File: src/rtl/uart_cmd_regs_pkg.sv
// Shared constants, state encoding and checksum helper for the UART command-frame parser.
package uart_cmd_regs_pkg;

  localparam logic [7:0] SYNC_BYTE = 8'hA5;
  localparam logic [7:0] NAK_BYTE  = 8'hEE;
  localparam logic [7:0] ACK_FLAG  = 8'h80;

  typedef enum logic [1:0] {
    S_IDLE = 2'd0,
    S_ADDR = 2'd1,
    S_DATA = 2'd2,
    S_CSUM = 2'd3
  } state_t;

  function automatic logic [7:0] frame_csum(input logic [7:0] addr, input logic [7:0] data);
    return SYNC_BYTE ^ addr ^ data;
  endfunction

endpackage

File: src/rtl/cmd_timer.sv
// Loadable down-counter guarding the gap between bytes of one frame.
// Load has priority over counting; the count parks at zero.
module cmd_timer #(
  parameter int W = 21
) (
  input  logic         clk,
  input  logic         rst,
  input  logic         load,
  input  logic         en,
  input  logic [W-1:0] load_val,
  output logic         zero
);

  logic [W-1:0] cnt;

  // NOTE: sequential state always uses non-blocking assignments so every flop samples pre-edge values.
  always_ff @(posedge clk or posedge rst) begin
    if (rst)                  cnt <= '0;
    else if (load)            cnt <= load_val;
    else if (en && cnt != '0) cnt <= cnt - 1'b1;
  end

  assign zero = (cnt == '0);

endmodule

File: src/rtl/uart_cmd_regs.sv
// Parses SYNC/ADDR/DATA/CSUM UART frames into an 8-bit register bank with timeout and error count.
// Optional ack/nak echo towards acia_tx is built only when CMD_ECHO_EN is defined.
module uart_cmd_regs
  import uart_cmd_regs_pkg::*;
#(
  parameter int         NREGS       = 4,
  parameter int         TIMEOUT_CYC = 1760000,
  parameter logic [7:0] RST_VAL     = 8'h00
) (
  input  logic               clk,
  input  logic               rst,
  input  logic [7:0]         rx_dat,
  input  logic               rx_stb,
  input  logic               rx_err,
  output logic [NREGS*8-1:0] regs_flat,
  output logic               wr_stb,
  output logic [7:0]         wr_addr,
  output logic [7:0]         err_cnt,
  output logic               busy,
  output logic [7:0]         tx_dat,
  output logic               tx_start,
  input  logic               tx_busy
);

  localparam int TW = (TIMEOUT_CYC > 1) ? $clog2(TIMEOUT_CYC) : 1;

  state_t     state, state_nx;
  logic [7:0] addr_q, data_q;
  logic       latch_addr, latch_data, commit, reject;
  logic       tmr_zero, timeout, addr_ok;

  cmd_timer #(.W(TW)) u_timer (
    .clk      (clk),
    .rst      (rst),
    .load     (rx_stb),
    .en       (state != S_IDLE),
    .load_val (TW'(TIMEOUT_CYC - 1)),
    .zero     (tmr_zero)
  );

  // A byte arriving on the expiry cycle wins over the timeout.
  assign timeout = (state != S_IDLE) && tmr_zero && !rx_stb;
  assign addr_ok = 32'(addr_q) < NREGS;
  assign busy    = (state != S_IDLE);

  always_ff @(posedge clk or posedge rst) begin
    if (rst) state <= S_IDLE;
    else     state <= state_nx;
  end

  // NOTE: every output of this block gets a default first, so no latch is inferred.
  always_comb begin
    state_nx   = state;
    latch_addr = 1'b0;
    latch_data = 1'b0;
    commit     = 1'b0;
    reject     = 1'b0;
    if (rx_stb && rx_err) begin
      reject   = 1'b1;
      state_nx = S_IDLE;
    end else if (rx_stb) begin
      case (state)
        S_IDLE: if (rx_dat == SYNC_BYTE) state_nx = S_ADDR;
        S_ADDR: begin latch_addr = 1'b1; state_nx = S_DATA; end
        S_DATA: begin latch_data = 1'b1; state_nx = S_CSUM; end
        S_CSUM: begin
          state_nx = S_IDLE;
          if (rx_dat == frame_csum(addr_q, data_q) && addr_ok) commit = 1'b1;
          else                                                 reject = 1'b1;
        end
        default: state_nx = S_IDLE;
      endcase
    end else if (timeout) begin
      reject   = 1'b1;
      state_nx = S_IDLE;
    end
  end

  always_ff @(posedge clk or posedge rst) begin
    if (rst) begin
      addr_q  <= 8'h00;
      data_q  <= 8'h00;
      wr_stb  <= 1'b0;
      wr_addr <= 8'h00;
      err_cnt <= 8'h00;
    end else begin
      if (latch_addr) addr_q <= rx_dat;
      if (latch_data) data_q <= rx_dat;
      wr_stb <= commit;
      if (commit) wr_addr <= addr_q;
      if (reject && err_cnt != 8'hFF) err_cnt <= err_cnt + 8'd1;
    end
  end

  // NOTE: the bank is plain flops rather than a RAM, so it can take the async reset value.
  for (genvar i = 0; i < NREGS; i++) begin : g_bank
    logic [7:0] r;
    always_ff @(posedge clk or posedge rst) begin
      if (rst)                          r <= RST_VAL;
      else if (commit && addr_q == 8'(i)) r <= data_q;
    end
    assign regs_flat[8*i +: 8] = r;
  end

`ifdef CMD_ECHO_EN
  logic       ack_pend;
  logic [7:0] ack_dat;

  // A fresh ack replaces any still-pending one; launch waits for acia_tx to go idle.
  always_ff @(posedge clk or posedge rst) begin
    if (rst) begin
      ack_pend <= 1'b0;
      ack_dat  <= 8'h00;
      tx_start <= 1'b0;
      tx_dat   <= 8'h00;
    end else begin
      tx_start <= 1'b0;
      if (commit || reject) begin
        ack_pend <= 1'b1;
        ack_dat  <= commit ? (ACK_FLAG | {1'b0, addr_q[6:0]}) : NAK_BYTE;
      end else if (ack_pend && !tx_busy) begin
        ack_pend <= 1'b0;
        tx_start <= 1'b1;
        tx_dat   <= ack_dat;
      end
    end
  end
`else
  logic unused_tx_busy;
  assign unused_tx_busy = tx_busy;
  assign tx_dat         = 8'h00;
  assign tx_start       = 1'b0;
`endif

endmodule

File: config.mk
export PLATFORM = sky130hd
export DESIGN_NAME = uart_cmd_regs
export DESIGN_NICKNAME = d
export VERILOG_FILES = /design/src/rtl/uart_cmd_regs_pkg.sv /design/src/rtl/cmd_timer.sv /design/src/rtl/uart_cmd_regs.sv
export SDC_FILE = /design/constraint.sdc
export NUM_CORES = 1
export LEC_CHECK = 0
export BUFFER_PORTS_ARGS = -buffer_cell sky130_fd_sc_hd__buf_2
export CELL_PAD_IN_SITES_DETAIL_PLACEMENT = 1
export CELL_PAD_IN_SITES_GLOBAL_PLACEMENT = 1
export CORE_UTILIZATION = 47
export CTS_BUF_LIST = sky130_fd_sc_hd__clkbuf_2
export DETAILED_ROUTE_END_ITERATION = 8
export PLACE_DENSITY_LB_ADDON = 0.3
export SYNTH_ARGS = -nofsm -noshare
export SYNTH_HDL_FRONTEND = slang
export SYNTH_HIERARCHICAL = 1
export SYNTH_SLANG_ARGS = --single-unit
File: constraint.sdc
create_clock -name clk -period 2.55 [get_ports clk]
set_input_delay 0 -clock clk [delete_from_list [all_inputs] [get_ports clk]]
set_output_delay 0 -clock clk [all_outputs]
set_load 0.05 [all_outputs]
==> impl_metrics.csv <==
group,metric,value,unit
floorplanning,ios,72,
placed_design,place_inst,559,
sta,fin_crit_sh,0.964,
setup_path,arrival,2960,ps
synth,ys.flop_type,"dfrtp_1",
global_route,grt_pass1_vias,3395,
sta,maxSlewViolCount,0,
sta,fmax,0.407,GHz
floorplanning,dieWidth,98.7,um
route,ant_nets,0,
setup_path,crit_path_top_delay_cell,"dfrtp_1",
route,wirelength,10700,um
clock_tree,clkSinkCount,88,
floorplanning,dieArea,9750,um^2
synth,synth.area.top_cells,"dfrtp_1 50%, mux2_2 14%, xnor2_1 2.8%",
setup_path,path_max_fanout,8,
sta,final-setup-viol-count,0,
power,ir_worst_vdd,0.000690,V
clock_tree,root_buffer,"clkbuf_2",
clock_tree,clock_path_buffers,2,
synth,ys_seq_area_frac,0.501,
sta,finalHoldViolCount,0,
layout,post-route-util,0.589,
route,drtIter0Drc,107,
layout,fin_cells,587,
synth,yosys_register_bits,88,
hold_path,hold_path.class,"primary input to async pin",
layout,seqCellArea,2210,um^2
synth,synth_top_area_share,0.501,
floorplanning,core-area,8890,um^2
power,p_total,3.15,mW
placed_design,dp_hpwl,7360,um
global_route,grt_pass1_wl,17400,um
layout,nNetsFinal,494,
layout,diodes,0,
clock_tree,cts.clk_slew.worst_paths,280,ps
route,viasPerCell,5.48,
setup_path,required,3060,ps
route,wl_per_cell,18.3,um
placed_design,place.gp.congestion,0.816,
clock_tree,cts_tree,"yes",
sta,fin_skew,33.8,ps
floorplanning,chipHeight,98.7,um
power,leakage,2.64,nW
synth,ys_warn_count,6,
global_route,grt.overflow.total,0,
clock_tree,cts_setup_buffers,0,
route,drc,0,
sta,worst_pin_slew,836,ps
layout,areaGrowthSynthToFinish,19.0,%
setup_path,end_kind,"flop",
synth,netlist_area,4400,um^2
sta,min_period,2460,ps
synth,synthesis.instances,368,
layout,fill_cells,980,
setup_path,worstPathCellList,"inv_1, ha_1, inv_1, or3b_1, nor3_1, o21ai_2, or3_1, a31oi_1",
synth,synth_cell_types,60,
layout,multiInputGateArea,2210,um^2
synth,avgSynthCellArea,12.0,um^2
floorplanning,start_util,0.495,
synth,synth-edff-count,0,
power,powerDensity,603,nW/um^2
setup_path,crit_buf_inv,2,
global_route,grt_max_degree,38,
synth,synth_top_cell_by_area,"dfrtp_1",
status,outcome,"completed",
setup_path,crit_path_frequent_cell,"inv_1",
placed_design,pre_cts_ws,52.8,ps
sta,relSlewSlack,0.442,
setup_path,path_delay_family,"simple AND/OR/NAND/NOR gates",
layout,drive_gt1_frac,0.359,
placed_design,io_buffers,61,
clock_tree,htreeDepth,3,
setup_path,cp-start-kind,"flop",
synth,async_flop_share,1.00,
global_route,grtUsageTotal,0.231,
route,vias,3216,
route,dr.pass1.iters,4,
floorplanning,core.rowCount,34,
sta,layout_setup_ws,92.1,ps
setup_path,critPathKind,"flop to flop",
clock_tree,clock_latency,570,ps
global_route,antenna_found_initial,0,
setup_path,max_stage_delay,460,ps
clock_tree,cts-buffers-inserted,9,
job,drv_cap,0,
[cell usage in the layout (no fill, tap or decap), drive strengths merged, types with 3 or more instances in the layout]
master,netlist,layout
ha,7,7
conb,2,30
buf,13,74
clkbuf,6,10
mux2,56,56
or2,4,4
nor2,12,12
inv,11,13
nand2,31,31
xnor3,4,4
xor3,3,3
xor2,5,5
nor4,5,5
a21oi,9,9
xnor2,14,14
a211oi,7,7
o21ai,18,18
or3,4,4
clkinv,0,3
dlygate4sd3,0,12
nor2b,8,8
nand3,7,7
and2,3,3
a31oi,3,3
nand4,5,5
nor3b,3,3
dfrtp,88,88
nor3,10,10
[metal layers]
| layer | vias up | part of all wire | routed length, um | track usage |
|---|---|---|---|---|
| met5 | - | 0 | 0 | 0 |
| met4 | 0 | 0.014 | 145 | 0.0758 |
| met3 | 12 | 0.028 | 300 | 0.0362 |
| met2 | 63 | 0.50 | 5420 | 0.393 |
| met1 | 1660 | 0.45 | 4870 | 0.302 |
| li1 | 1481 | - | - | - |
[worst paths after layout]
path / startpoint / endpoint / slack, ps / depth (start not counted)
max reg2reg: state[0] / u_timer/cnt[9] / 90 / 8
min reg2reg: wr_addr[7] / wr_addr[7] / 540 / 1
max in group asynchronous: rst / addr_q[0] / 1820 / 4
min in group clk: rx_dat[2] / data_q[2] / 260 / 3
min: rst / g_bank[0].r[4] / 60 / 3
max: state[0] / u_timer/cnt[9] / 90 / 8
[logic make-up after synthesis]
logic type / Yosys count / synth area share
xor+xnor: 26 / 0.0745
flops: 88 / 0.501
compound gates: 51 / 0.0774
other cells: 2 / 0.00171
buf+inv: 30 / 0.0361
mux: 56 / 0.143
fa+ha+maj: 7 / 0.0199
simple gates: 108 / 0.146
[cells in the mapped netlist, types with 4 or more instances]
| master | number |
|---|---|
| nor3_1 | 7 |
| o21ai_1 | 14 |
| nor2b_1 | 8 |
| xor2_1 | 5 |
| nor4_1 | 4 |
| mux2_2 | 55 |
| a21oi_1 | 9 |
| or2_2 | 4 |
| nand3_1 | 6 |
| buf_4 | 12 |
| a211oi_1 | 6 |
| inv_1 | 11 |
| nor2_1 | 12 |
| dfrtp_1 | 88 |
| nand2_1 | 31 |
| xnor2_1 | 14 |
| ha_1 | 7 |
| or3_1 | 4 |
| clkbuf_1 | 6 |
| xnor3_1 | 4 |
[final cells by class]
type	count	area share
flip-flops and latches	88	0.422
clock inverters	6	0.0103
well taps	108	0.0258
repair buffers	86	0.103
multi-input cells	278	0.422
inverters	11	0.00789
clock buffers	10	0.00956
[registers in the layout, summed over array words and instances (netlist names)]
register	count
addr_q	8
data_q	8
err_cnt	8
g_bank.r	32
state	2
u_timer/cnt	21
wr_addr	8
wr_stb	1
[through the flow]
| stage | area [um^2] | hold slack (ps) | setup TNS, ps |
|---|---|---|---|
| final | 5240 | 56.0 | 0 |
| after global placement | 4940 | 136 | 0 |
| after CTS | 5180 | 41.2 | 0 |
| after floorplan | 4500 | -23.5 | 0 |
| after detailed placement | 4940 | 161 | 0 |
| after global routing | 5240 | 46.3 | -71.5 |
[worst register-to-register path: cells and delay by family (launching register included)]
family / cells / cell delay, ps
compound gates: 2 / 360
fa+ha+maj: 1 / 220
buf+inv: 2 / 280
flops: 1 / 460
simple gates: 3 / 1090
[where the power goes]
group	internal, mW	switching, mW	total, mW	leakage, nW
Combinational	0.298	0.483	0.781	1.41
Sequential	1.52	0.179	1.70	1.16
Clock	0.149	0.524	0.673	0.0646
[what timing repair did]
| action | CTS | global route |
|---|---|---|
| pin swaps | 0 | 1 |
| gates resized for setup | 3 | 13 |
| endpoints found under the hold margin | 99 | 0 |
| hold buffers | 12 | 0 |
| endpoints found under the setup margin | 4 | 17 |
Note: power is estimated with default switching activity, not from simulation.
